## src/rtl/rst_seq_pkg.sv

```systemverilog
// Shared types for the board-level reset sequencer: FSM states and reset-cause encoding.
package rst_seq_pkg;

  typedef enum logic [1:0] {
    WAIT_LOCK    = 2'd0,
    WAIT_RELEASE = 2'd1,
    HOLD         = 2'd2,
    RUN          = 2'd3
  } rst_state_e;

  typedef enum logic [1:0] {
    RstPor      = 2'd0,
    RstLockLoss = 2'd1,
    RstButton   = 2'd2,
    RstNdm      = 2'd3
  } rst_cause_e;

  // Idle level of the active-low board button
  localparam logic BtnReleased = 1'b1;

endpackage

```

## src/rtl/rst_debounce.sv

```systemverilog
// Board button synchroniser and debouncer: btn_db_o follows the button only after
// it has differed from the accepted level for DebounceCycles consecutive cycles.
module rst_debounce
  import rst_seq_pkg::*;
#(
  parameter int unsigned DebounceCycles = 8
) (
  input  logic clk_i,
  input  logic rst_ni,
  input  logic btn_rst_ni,
  output logic btn_db_o
);

  localparam int unsigned DbW = $clog2(DebounceCycles + 1);
  localparam logic [DbW-1:0] DbLast = DbW'(DebounceCycles - 1);

  logic [1:0]     r_btn_sync;
  logic [DbW-1:0] r_db_cnt;
  logic           r_btn_db;
  logic           w_btn_s;
  logic [DbW-1:0] w_db_cnt_d;
  logic           w_btn_db_d;

  assign w_btn_s  = r_btn_sync[1];
  assign btn_db_o = r_btn_db;

  // Debounce counter: restart whenever the synchronised button agrees with the accepted level
  always_comb begin
    w_db_cnt_d = r_db_cnt;
    w_btn_db_d = r_btn_db;
    if (w_btn_s == r_btn_db) begin
      w_db_cnt_d = {DbW{1'b0}};
    end else if (r_db_cnt == DbLast) begin
      w_btn_db_d = w_btn_s;
      w_db_cnt_d = {DbW{1'b0}};
    end else begin
      w_db_cnt_d = r_db_cnt + DbW'(1);
    end
  end

  // Synchroniser, debounce counter and accepted button level
  always_ff @(posedge clk_i or negedge rst_ni) begin
    if (!rst_ni) begin
      r_btn_sync <= {BtnReleased, BtnReleased};
      r_db_cnt   <= {DbW{1'b0}};
      r_btn_db   <= BtnReleased;
    end else begin
      r_btn_sync <= {r_btn_sync[0], btn_rst_ni};
      r_db_cnt   <= w_db_cnt_d;
      r_btn_db   <= w_btn_db_d;
    end
  end

endmodule

```

## src/rtl/rst_sys_seq.sv

```systemverilog
// System reset sequencer: merges PLL lock, debounced button and debug NDM request into
// one registered, glitch-free active-low reset, and records cause and count of resets.
module rst_sys_seq
  import rst_seq_pkg::*;
#(
  parameter int unsigned HoldCycles     = 16,
  parameter int unsigned DebounceCycles = 8,
  parameter int unsigned CntW           = 8
) (
  input  logic            clk_i,
  input  logic            rst_ni,
  input  logic            pll_locked_i,
  input  logic            btn_rst_ni,
  input  logic            ndmreset_req_i,
  output logic            rst_sys_no,
  output logic [1:0]      rst_cause_o,
  output logic [CntW-1:0] rst_count_o
);

  localparam int unsigned HoldW = $clog2(HoldCycles + 1);
  localparam logic [HoldW-1:0] HoldLast = HoldW'(HoldCycles - 1);

  logic [1:0]       r_lock_sync;
  logic             r_ndm_q;
  rst_state_e       r_state;
  logic [HoldW-1:0] r_hold_cnt;
  rst_cause_e       r_cause;
  logic [CntW-1:0]  r_count;
  logic             r_rst_sys;

  logic             w_lock_s;
  logic             w_btn_db;
  logic             w_ndm_req;
  rst_state_e       w_state_d;
  logic [HoldW-1:0] w_hold_cnt_d;
  rst_cause_e       w_cause_d;
  logic             w_leave_run;
  logic [CntW-1:0]  w_count_d;

  function automatic logic [CntW-1:0] sat_inc(input logic [CntW-1:0] v);
    if (v == {CntW{1'b1}}) begin
      return v;
    end else begin
      return v + CntW'(1);
    end
  endfunction

  rst_debounce #(
    .DebounceCycles(DebounceCycles)
  ) u_debounce (
    .clk_i     (clk_i),
    .rst_ni    (rst_ni),
    .btn_rst_ni(btn_rst_ni),
    .btn_db_o  (w_btn_db)
  );

  assign w_lock_s    = r_lock_sync[1];
  assign w_ndm_req   = ndmreset_req_i & ~r_ndm_q;
  assign rst_sys_no  = r_rst_sys;
  assign rst_cause_o = r_cause;
  assign rst_count_o = r_count;

  // Next-state logic; cause and count only move on the edge that leaves RUN
  always_comb begin
    w_state_d    = r_state;
    w_hold_cnt_d = r_hold_cnt;
    w_cause_d    = r_cause;
    w_leave_run  = 1'b0;
    case (r_state)
      WAIT_LOCK: begin
        if (w_lock_s && w_btn_db) begin
          w_state_d    = HOLD;
          w_hold_cnt_d = {HoldW{1'b0}};
        end else if (w_lock_s) begin
          w_state_d = WAIT_RELEASE;
        end else begin
          w_state_d = WAIT_LOCK;
        end
      end
      WAIT_RELEASE: begin
        if (!w_lock_s) begin
          w_state_d = WAIT_LOCK;
        end else if (w_btn_db) begin
          w_state_d    = HOLD;
          w_hold_cnt_d = {HoldW{1'b0}};
        end else begin
          w_state_d = WAIT_RELEASE;
        end
      end
      HOLD: begin
        if (!w_lock_s) begin
          w_state_d = WAIT_LOCK;
        end else if (!w_btn_db) begin
          w_state_d = WAIT_RELEASE;
        end else if (r_hold_cnt == HoldLast) begin
          w_state_d = RUN;
        end else begin
          w_hold_cnt_d = r_hold_cnt + HoldW'(1);
        end
      end
      RUN: begin
        if (!w_lock_s) begin
          w_state_d   = WAIT_LOCK;
          w_cause_d   = RstLockLoss;
          w_leave_run = 1'b1;
        end else if (!w_btn_db) begin
          w_state_d   = WAIT_RELEASE;
          w_cause_d   = RstButton;
          w_leave_run = 1'b1;
        end else if (w_ndm_req) begin
          w_state_d    = HOLD;
          w_hold_cnt_d = {HoldW{1'b0}};
          w_cause_d    = RstNdm;
          w_leave_run  = 1'b1;
        end else begin
          w_state_d = RUN;
        end
      end
      default: begin
        w_state_d = WAIT_LOCK;
      end
    endcase
  end

  // Saturating reset counter
  always_comb begin
    w_count_d = r_count;
    if (w_leave_run) begin
      w_count_d = sat_inc(r_count);
    end else begin
      w_count_d = r_count;
    end
  end

  // Lock synchroniser, NDM edge register, FSM state and registered reset output
  always_ff @(posedge clk_i or negedge rst_ni) begin
    if (!rst_ni) begin
      r_lock_sync <= 2'b00;
      r_ndm_q     <= 1'b0;
      r_state     <= WAIT_LOCK;
      r_hold_cnt  <= {HoldW{1'b0}};
      r_cause     <= RstPor;
      r_count     <= {CntW{1'b0}};
      r_rst_sys   <= 1'b0;
    end else begin
      r_lock_sync <= {r_lock_sync[0], pll_locked_i};
      r_ndm_q     <= ndmreset_req_i;
      r_state     <= w_state_d;
      r_hold_cnt  <= w_hold_cnt_d;
      r_cause     <= w_cause_d;
      r_count     <= w_count_d;
      r_rst_sys   <= (w_state_d == RUN);
    end
  end

endmodule
```

## config.mk

```make
export PLATFORM = sky130hd
export DESIGN_NAME = rst_sys_seq
export DESIGN_NICKNAME = d
export VERILOG_FILES = /design/src/rtl/rst_seq_pkg.sv /design/src/rtl/rst_debounce.sv /design/src/rtl/rst_sys_seq.sv
export SDC_FILE = /design/constraint.sdc
export NUM_CORES = 1
export LEC_CHECK = 0
export CELL_PAD_IN_SITES_DETAIL_PLACEMENT = 0
export CELL_PAD_IN_SITES_GLOBAL_PLACEMENT = 1
export CORE_MARGIN = 5
export CORE_UTILIZATION = 44
export CTS_BUF_LIST = sky130_fd_sc_hd__clkbuf_8
export DETAILED_ROUTE_END_ITERATION = 8
export PLACE_DENSITY_LB_ADDON = 0.1
export SETUP_SLACK_MARGIN = 0.05
export SYNTH_ARGS = -nofsm -noshare
export SYNTH_HDL_FRONTEND = slang
export SYNTH_SLANG_ARGS = --single-unit
export TNS_END_PERCENT = 30
```

## constraint.sdc

```tcl
create_clock -name clk_i -period 2.4 [get_ports clk_i]
set_input_delay 0.6 -clock clk_i [delete_from_list [all_inputs] [get_ports clk_i]]
set_output_delay 0.6 -clock clk_i [all_outputs]
set_load 0.05 [all_outputs]
```

==> metrics.csv, run 1 <==
stage,metric,value,unit
floorplan,Core Rows,19,
synthesis,most used flip-flop cell after synthesis,dfrtp_1,
outcome,outcome,"complete, no violations",
critical_path,Reg2Reg Setup Slack,540,ps
timing,Setup Total Neg Slack,0,ps
synthesis,synth cell count leaders,"dfrtp_1, nor2_1",
drt,DR DRC count,0,
power_and_ir_drop,switching share of total power,0.339,
critical_path,CP top delay family,buffers and inverters,
cts,number of buffers created by CTS,3,
power_and_ir_drop,power share of the combinational group,0.275,
cts,CTS H-Tree Depth,1,
critical_path,CP max stage cell,clkdlybuf4s50_1,
global_routing,total gr overflow,0,
global_routing,grt met3 use,0.0466,
layout,share of cells above drive strength 1,0.184,
synthesis,Synth cell types,43,
drt,routed len/inst,15.2,µm
power_and_ir_drop,Sw Pwr,0.000476,W
global_routing,GRT Max-Usage Layer,met2,
synthesis,asr flop ratio synth,1.00,
synthesis,top area cells in the synthesized netlist,"dfrtp_1, dfstp_2, ha_1",
place,IO buf count,15,
synthesis,#FFs+latches synth,28,
critical_path,CP peak stage delay,850,ps
floorplan,Die ar.,0.00418,mm²
cts,Post-CTS Setup Bufs,0,
global_routing,GR Util met1,0.150,
critical_path,Required @ worst endpoint,1800,ps
cts,Clock Sink Count,28,
cts,clk_lat worst skew,270,ps
critical_path,crit path kind,flip-flop to primary output,
power_and_ir_drop,Clock power frac,0.264,
min_path,HP Class,flip-flop to flip-flop,
power_and_ir_drop,VDD IR max,528,µV
cts,post-CTS sizing,0,
timing,ratio of final minimum period to clock period,0.910,
floorplan,core area,0.00281,mm²
cts,Post-CTS Hold Buffers,0,
place,Final GP Congestion,0.725,
timing,crit path time final,2180,ps
layout,Fillers,249,
power_and_ir_drop,Internal Dissipation,0.000927,W
global_routing,GRT Resource Usage Total,0.127,
layout,Nets,135,
synthesis,Post-synth EDFFs,0,
floorplan,IO Count,16,
timing,fmax,0.458,GHz
place,Placed Instances,152,
timing,clk_skew,2.05,ps
run,max cap viols,0,
synthesis,syn nets,115,
drt,Detailed Route Iter0 Violations,52,
critical_path,CP max FO,6,
timing,count of endpoints failing setup in the final report,0,
cts,clock slew at reported path FFs,90,ps
cts,CTS tree,yes,
drt,via/cell ratio,5.56,
timing,endpoints failing hold,0,
synthesis,largest area contributor in the netlist,dfrtp_1,
global_routing,largest net degree at the start of global routing,29,
global_routing,antenna violations before repair,0,
power_and_ir_drop,pwr dens,890,mW/mm²
drt,Pre-antenna DRT Iters,4,
drt,Total Wirelength,2360,µm
floorplan,chip height,64.7,µm
drt,vias,867,
timing,RSZ-0062 raised after global routing,no,
synthesis,"count leader, synth",dfrtp_1,
floorplan,Starting Density,0.469,
drt,ANT nets after route,0,
power_and_ir_drop,sequential power share,0.461,
synthesis,"Seq/Total Area, Yosys",0.536,
layout,P&R area growth vs syn,19.8,%
cts,Max clock buf depth,2,
layout,diodes inserted,0,
synthesis,synthesized instance count,106,
global_routing,vias in the first global route,884,
synthesis,Mapped Area,0.00132,mm²
synthesis,Ys Warns,0,
critical_path,Worst EP arrival,1580,ps
critical_path,CP Cell Sequence,clkdlybuf4s50_1,
timing,worst slew pin tran,504,ps
floorplan,Die Width,64.7,µm
critical_path,Crit. End Element,primary output,
cts,CTS Root Cell,clkbuf_8,
critical_path,"Buf+Inv Stages, Crit Path",1,
global_routing,first-pass GRT wire length,4110,µm
critical_path,startpoint types,flip-flop,
timing,max-slew violations,0,
synthesis,"Avg Cell Area, Syn",12.4,µm²
timing,Slew headroom,0.663,
global_routing,routing usage on met2,0.222,
place,Detail Placement HPWL,1760,µm
power_and_ir_drop,LEAKAGE,0.704,nW
layout,Layout Cells excl Fill,156,
synthesis,Yosys top cell area share,0.476,
[per-layer routing]
| metal | routed length, µm | vias to the layer above |
|---|---|---|
| li1 | - | 424 |
| met1 | 1070 | 424 |
| met2 | 1190 | 17 |
| met3 | 100 | 2 |
| met4 | 6 | 0 |
| met5 | 0 | - |
[cell usage in the layout, fill, tap and decap left out, drive strengths merged, types with 4 or more instances in the layout]
cell type	netlist	routed
dfrtp	25	25
clkdlybuf4s50	0	15
nand2	6	6
nor2	5	5
a21oi	5	5
xnor2	4	4
nand3	4	4
a22o	4	4
ha	4	4
and3	4	4
inv	4	4
nand2b	4	4
mux2	4	4
[power groups by stage]
stage	combinational [W]	clock, W	sequential (W)
3_5_place_dp	0.000392	0	0.000659
4_1_cts	0.000394	0.000386	0.000650
3_3_place_gp	0.000382	0	0.000654
6_report	0.000385	0.000371	0.000646
5_1_grt	0.000419	0.000397	0.000663
2_1_floorplan	0.000172	0	0.000740
[cell type report]
| class | count | area [µm²] | area share |
|---|---|---|---|
| Sequential cell | 28 | 704 | 0.447 |
| Multi-Input combinational cell | 73 | 586 | 0.372 |
| Timing Repair Buffer | 16 | 158 | 0.100 |
| Clock buffer | 3 | 41.3 | 0.0262 |
| Tap cell | 31 | 38.8 | 0.0246 |
| Clock inverter | 1 | 30.0 | 0.0191 |
| Inverter | 4 | 17.5 | 0.0111 |
[metrics by stage]
step / hold slack [ps] / cell area [µm²] / utilization / worst slack, ps / total power [W]
floorplan: 304 / 1320 / - / 490 / 0.000913
global placement: 331 / 1500 / 0.536 / 302 / 0.00104
detailed placement: 347 / 1500 / 0.536 / 269 / 0.00105
CTS: 371 / 1580 / 0.562 / 198 / 0.00143
global route: 375 / 1580 / 0.562 / 127 / 0.00148
finish: 367 / 1580 / 0.562 / 216 / 0.00140
[state kept, by name (all words and copies together) (netlist names), 2 cells and up]
| register | count |
|---|---|
| r_hold_cnt | 5 |
| r_lock_sync | 2 |
| r_state | 2 |
| rst_cause_o | 2 |
| rst_count_o | 8 |
| u_debounce.r_btn_sync | 2 |
| u_debounce.r_db_cnt | 4 |
[logic make-up after synthesis]
family	share of synthesized area
compound gates	0.151
xor+xnor	0.0333
fa+ha+maj	0.0381
buf+inv	0.0190
flops	0.536
mux	0.0447
simple gates	0.178
[worst paths after layout]
path,endpoint,start,depth (start not counted)
worst max-delay path,rst_count_o[0],rst_count_o[0],1
worst min-delay path,r_lock_sync[1],r_lock_sync[0],0
worst max register to register,r_hold_cnt[3],r_hold_cnt[1],6
worst min register to register,r_lock_sync[1],r_lock_sync[0],0
max in group asynchronous,u_debounce.btn_db_o,rst_ni,2
min in group asynchronous,rst_sys_no,rst_ni,2
Note: power is estimated with default switching activity, not from simulation.
==> run 2, diff against run 1 <==
--- a/config.mk
+++ b/config.mk
@@ -5,9 +5,10 @@
 export SDC_FILE = /design/constraint.sdc
 export NUM_CORES = 1
 export LEC_CHECK = 0
+export CAP_MARGIN = 15
 export CELL_PAD_IN_SITES_DETAIL_PLACEMENT = 0
 export CELL_PAD_IN_SITES_GLOBAL_PLACEMENT = 1
-export CORE_MARGIN = 5
+export CORE_MARGIN = 2
 export CORE_UTILIZATION = 44
 export CTS_BUF_LIST = sky130_fd_sc_hd__clkbuf_8
 export DETAILED_ROUTE_END_ITERATION = 8
==> run 2 against run 1 <==
Global-route usage rose by 3.1 points. Via count up 0.12%. Sequential power is 0.6% higher. Clock skew increased by 0.51 ps. Setup slack improved by 2.8 ps. Non-clock buffer count stayed put. Utilization decreased by 0.58 points. Critical endpoint unchanged. Wire length is 4.9% lower. Register-to-register slack about the same. Maximum frequency is 0.13% higher. First-iteration DRC count fell by 67%.
==> metrics.csv, run 2 (same netlist as run 1, synthesis figures left out) <==
stage,metric,value,unit,change
outcome,outcome,"complete, no violations",,unchanged
floorplan,Core Rows,19,,unchanged
global_routing,first-pass GRT wire length,4150,µm,was 4110 µm
place,Detail Placement HPWL,1660,µm,was 1760 µm
floorplan,chip height,58.7,µm,was 64.7 µm
critical_path,CP max stage cell,clkdlybuf4s50_1,,unchanged
cts,CTS H-Tree Depth,1,,unchanged
global_routing,antenna violations before repair,0,,unchanged
timing,crit path time final,2180,ps,about the same
run,max cap viols,0,,unchanged
critical_path,"Buf+Inv Stages, Crit Path",1,,unchanged
cts,Max clock buf depth,2,,unchanged
floorplan,Starting Density,0.469,,unchanged
power_and_ir_drop,pwr dens,843,mW/mm²,was 890 mW/mm²
layout,"commonest non-fill, non-tap cell in the layout",dfrtp_1,,unchanged
cts,CTS Root Cell,clkbuf_8,,unchanged
timing,worst slew pin tran,507,ps,was 504 ps
min_path,hold_sp,r_lock_sync[0],,unchanged
global_routing,vias in the first global route,918,,was 884
critical_path,Worst EP arrival,1580,ps,about the same
critical_path,startpoint types,flip-flop,,unchanged
place,IO buf count,15,,unchanged
timing,fmax,0.458,GHz,about the same
min_path,hold-critical path depth,0,,unchanged
critical_path,CP Cell Sequence,clkdlybuf4s50_1,,unchanged
timing,max-slew violations,0,,unchanged
drt,Detailed Route Iter0 Violations,17,,was 52
critical_path,Reg2Reg Depth,6,,unchanged
cts,Post-CTS Hold Buffers,0,,unchanged
floorplan,core area,0.00281,mm²,unchanged
global_routing,GRT Resource Usage Total,0.158,,was 0.127
critical_path,crit path kind,flip-flop to primary output,,unchanged
power_and_ir_drop,LEAKAGE,0.697,nW,was 0.704 nW
place,Final GP Congestion,0.795,,was 0.725
drt,Pre-antenna DRT Iters,4,,unchanged
cts,number of buffers created by CTS,3,,unchanged
timing,Slew headroom,0.661,,was 0.663
critical_path,Required @ worst endpoint,1800,ps,about the same
floorplan,Die ar.,0.00344,mm²,was 0.00418 mm²
drt,routed len/inst,14.4,µm,was 15.2 µm
layout,max reg flops,8,,unchanged
cts,clock slew at reported path FFs,90,ps,about the same
layout,share of cells above drive strength 1,0.184,,unchanged
critical_path,CP max FO,6,,unchanged
critical_path,r2r startpoint,r_hold_cnt[0],,was r_hold_cnt[1]
timing,endpoints failing hold,0,,unchanged
timing,ratio of final minimum period to clock period,0.909,,was 0.910
cts,post-CTS sizing,0,,unchanged
timing,Setup Total Neg Slack,0,ps,unchanged
layout,P&R area growth vs syn,18.6,%,was 19.8%
layout,final core area utilization,0.556,,was 0.562
floorplan,IO Count,16,,unchanged
floorplan,Die Width,58.7,µm,was 64.7 µm
timing,RSZ-0062 raised after global routing,no,,unchanged
critical_path,Crit. End Element,primary output,,unchanged
cts,Post-CTS Setup Bufs,0,,unchanged
timing,count of endpoints failing setup in the final report,0,,unchanged
critical_path,CP top delay family,buffers and inverters,,unchanged
critical_path,Crit path depth,1,,unchanged
layout,Nets,135,,unchanged
drt,ANT nets after route,0,,unchanged
drt,vias,868,,was 867
cts,clk_lat worst skew,270,ps,about the same
drt,Total Wirelength,2250,µm,was 2360 µm
layout,most frequent cells in the layout,"dfrtp_1, clkdlybuf4s50_1, nor2_1",,unchanged
global_routing,total gr overflow,0,,unchanged
critical_path,CP peak stage delay,850,ps,about the same
cts,Clock Sink Count,28,,unchanged
global_routing,largest net degree at the start of global routing,29,,unchanged
power_and_ir_drop,VDD IR max,642,µV,was 528 µV
drt,DR DRC count,0,,unchanged
cts,CTS tree,yes,,unchanged
timing,clk_skew,2.56,ps,was 2.05 ps
layout,diodes inserted,0,,unchanged
timing,Post-Route Hold Slack,359,ps,was 367 ps
min_path,HP Class,flip-flop to flip-flop,,unchanged
critical_path,CP Launch Point,rst_count_o[0],,unchanged
drt,via/cell ratio,5.56,,about the same
run 2: cell types whose count changed in the layout (fill, tap and decap cells not counted), sizes merged:
cell,delta
bufinv,-1
clkbuf,+1
run 2: final cells by class:
cell class,instances,area (µm²)
clock buffer,4,55.1
tap,31,38.8
fill,235,1250
inverter,4,17.5
timing repair buffer,16,158
multi-input combinational,73,586
sequential,28,704
run 2: routing by layer:
metal / vias up / global-route usage / wire length (µm)
met3: 2 / 0.0264 / 64
li1: 429 / - / -
met2: 15 / 0.260 / 1130
met5: - / 0 / 0
met1: 422 / 0.215 / 1040
met4: 0 / 0.0487 / 15
run 2: worst paths after layout:
path | end | slack, ps
max in group asynchronous | u_debounce.r_btn_sync[1] | 1400
min in group asynchronous | rst_sys_no | 690
worst min register to register | r_lock_sync[1] | 360
worst max register to register | r_hold_cnt[2] | 540
worst min-delay path | r_lock_sync[1] | 360
worst max-delay path | rst_count_o[0] | 220
run 2: report_power, final:
group	switching, W	internal (W)
clock network	0.000135	0.000146
registers	0.0000981	0.000551
logic	0.000231	0.000153
total	0.000464	0.000850
run 2: metrics by stage:
step,worst slack [ps],std cells,cell area [µm²],power [W]
6_report,218,156,1560,0.00131
5_1_grt,141,156,1560,0.00139
4_1_cts,211,156,1560,0.00134
3_5_place_dp,275,152,1500,0.00105
3_3_place_gp,302,152,1500,0.00104
2_1_floorplan,490,106,1320,0.000913
==> run 3, diff against run 2 <==
--- a/config.mk
+++ b/config.mk
@@ -12,6 +12,7 @@
 export CORE_UTILIZATION = 44
 export CTS_BUF_LIST = sky130_fd_sc_hd__clkbuf_8
 export DETAILED_ROUTE_END_ITERATION = 8
+export DONT_BUFFER_PORTS = 1
 export PLACE_DENSITY_LB_ADDON = 0.1
 export SETUP_SLACK_MARGIN = 0.05
 export SYNTH_ARGS = -nofsm -noshare
==> run 3 against run 2 <==
Final area decreased by 7.5%. Wire length is 3.5% higher. Register-to-register slack barely moved. Maximum frequency is 18% higher. Setup slack improved by 330 ps. Sequential share of layout area up 3.7 points. Non-clock buffer count is 11 lower. Global-route usage about the same. First-iteration DRC count is 130% higher. Via count down 3.8%. Flip-flop and latch count stayed put. Critical endpoint is now r_hold_cnt[3]. Largest power group unchanged.
==> metrics.csv, run 3 (same netlist as run 1, synthesis figures left out) <==
stage,metric,value,unit,change
power_and_ir_drop,pwr dens,867,mW/mm²,was 843 mW/mm²
layout,FF/Latch Area,704,µm²,unchanged
critical_path,Required @ worst endpoint,2570,ps,was 1800 ps
drt,routed len/inst,16.0,µm,was 14.4 µm
cts,post-CTS sizing,0,,unchanged
global_routing,antenna violations before repair,0,,unchanged
layout,share of cells above drive strength 1,0.228,,was 0.184
critical_path,CP Launch Point,r_hold_cnt[0],,was rst_count_o[0]
cts,CTS H-Tree Depth,1,,unchanged
layout,P&R area growth vs syn,9.61,%,was 18.6%
timing,RSZ-0062 raised after global routing,no,,unchanged
cts,Clock Sink Count,28,,unchanged
power_and_ir_drop,LEAKAGE,0.665,nW,was 0.697 nW
layout,max reg flops,8,,unchanged
timing,fmax,0.539,GHz,was 0.458 GHz
cts,CTS tree,yes,,unchanged
critical_path,CP max FO,6,,unchanged
floorplan,Die Width,58.7,µm,unchanged
drt,DR DRC count,0,,unchanged
outcome,outcome,"complete, no violations",,unchanged
place,Detail Placement HPWL,1650,µm,was 1660 µm
global_routing,first-pass GRT wire length,4000,µm,was 4150 µm
place,IO buf count,0,,was 15
cts,clock slew at reported path FFs,90,ps,about the same
floorplan,chip height,58.7,µm,unchanged
layout,Multi-input gate area,586,µm²,unchanged
timing,worst slew pin tran,616,ps,was 507 ps
critical_path,CP Cell Sequence,ha_1 > and3_1 > ha_1 > a21o_4 > o21bai_1 > a22o_1,,was clkdlybuf4s50_1
drt,Detailed Route Iter0 Violations,39,,was 17
layout,Nets,124,,was 135
timing,max-slew violations,0,,unchanged
timing,Slew headroom,0.589,,was 0.661
timing,ratio of final minimum period to clock period,0.773,,was 0.909
critical_path,CP peak stage delay,420,ps,was 850 ps
drt,ANT nets after route,0,,unchanged
power_and_ir_drop,VDD IR max,482,µV,was 642 µV
layout,final core area utilization,0.514,,was 0.556
floorplan,Die ar.,0.00344,mm²,unchanged
floorplan,core area,0.00281,mm²,unchanged
layout,diodes inserted,0,,unchanged
global_routing,GRT Resource Usage Total,0.158,,about the same
timing,count of endpoints failing setup in the final report,0,,unchanged
drt,Total Wirelength,2330,µm,was 2250 µm
critical_path,"Buf+Inv Stages, Crit Path",0,,was 1
drt,Pre-antenna DRT Iters,4,,unchanged
floorplan,IO Count,16,,unchanged
floorplan,Core Rows,19,,unchanged
critical_path,Crit. End Element,flip-flop,,was primary output
place,Final GP Congestion,0.800,,was 0.795
cts,CTS Root Cell,clkbuf_8,,unchanged
critical_path,crit path kind,flip-flop to flip-flop,,was flip-flop to primary output
global_routing,largest net degree at the start of global routing,29,,unchanged
critical_path,CP top delay family,compound AO/OA/AOI/OAI gates,,was buffers and inverters
floorplan,Starting Density,0.469,,unchanged
critical_path,CP max stage cell,dfrtp_1,,was clkdlybuf4s50_1
run,max cap viols,0,,unchanged
cts,clk_lat worst skew,270,ps,about the same
global_routing,vias in the first global route,835,,was 918
layout,Fillers,252,,was 235
global_routing,total gr overflow,0,,unchanged
critical_path,Worst EP arrival,2030,ps,was 1580 ps
drt,via/cell ratio,5.76,,was 5.56
timing,endpoints failing hold,0,,unchanged
timing,crit path time final,1860,ps,was 2180 ps
critical_path,startpoint types,flip-flop,,unchanged
min_path,HP Class,input pin to asynchronous set/reset pin,,was flip-flop to flip-flop
cts,Max clock buf depth,2,,unchanged
drt,vias,835,,was 868
layout,"commonest non-fill, non-tap cell in the layout",dfrtp_1,,unchanged
layout,most frequent cells in the layout,"dfrtp_1, nor2_1",,"was dfrtp_1, clkdlybuf4s50_1, nor2_1"
critical_path,r2r startpoint,r_hold_cnt[0],,unchanged
timing,Setup Total Neg Slack,0,ps,unchanged
critical_path,CP dominant cell by count,ha_1,,
cts,number of buffers created by CTS,3,,unchanged
timing,clk_skew,6.99,ps,was 2.56 ps
-- run 3: changes by cell type in the layout (fill, tap and decap cells not counted), sizes merged --
| cell | delta |
|---|---|
| inv | +1 |
| buf | +4 |
| clkbuf | -1 |
| clkdlybuf4s50 | -15 |
-- run 3: through the flow --
step / instances / hold WS [ps] / setup slack (ps) / total power (W) / instance area [µm²]
detailed placement: 140 / 305 / 575 / 0.000999 / 1380
finish: 145 / 132 / 544 / 0.00125 / 1440
global placement: 140 / 305 / 634 / 0.000992 / 1380
floorplan: 106 / 304 / 490 / 0.000913 / 1320
global route: 145 / 114 / 452 / 0.00134 / 1440
CTS: 144 / 0.811 / 556 / 0.00125 / 1420
-- run 3: final cells by class --
class,count,share of cell area
clock buffers,3,0.0286
clock inverters,1,0.00260
inverters,4,0.0122
multi-input cells,73,0.406
flip-flops and latches,28,0.489
well taps,31,0.0269
repair buffers,5,0.0347
-- run 3: report_power, final --
part           switching, W  leakage, nW  internal, W
combinational      0.000208        0.281     0.000123
clock              0.000141       0.0269     0.000115
sequential         0.000113        0.357     0.000551
-- run 3: repair_timing --
item                                   in CTS  in global routing
buffers inserted                            0                  0
hold buffers                                0                  1
endpoints found under the hold margin       0                 25
-- run 3: final timing paths --
path                                       endpoint  slack (ps)  cells after the start
min in group clk_i         u_debounce.r_btn_sync[0]         320                      0
setup reg to reg                      r_hold_cnt[3]         540                      6
setup / recovery                      r_hold_cnt[3]         540                      6
hold / removal                       rst_count_o[6]         130                      1
max in group asynchronous                   r_ndm_q        2120                      1
hold reg to reg                      r_lock_sync[1]         360                      0
-- run 3: layer usage --
metal | GRT usage | part of all wire | vias to the layer above | routed length (µm)
met5 | 0 | 0 | - | 0
met4 | 0.0682 | 0.016 | 0 | 38
met3 | 0.0440 | 0.055 | 5 | 128
met2 | 0.238 | 0.47 | 26 | 1110
met1 | 0.216 | 0.45 | 401 | 1050
li1 | - | - | 403 | -
-- run 3: worst register-to-register path, delay by kind of cell, from the launching register on --
kind                       cells  cell delay, ps
and+or+nand+nor                1             190
adders and majority gates      2             460
DFF                            1             420
AOI/OAI and AO/OA              3             680
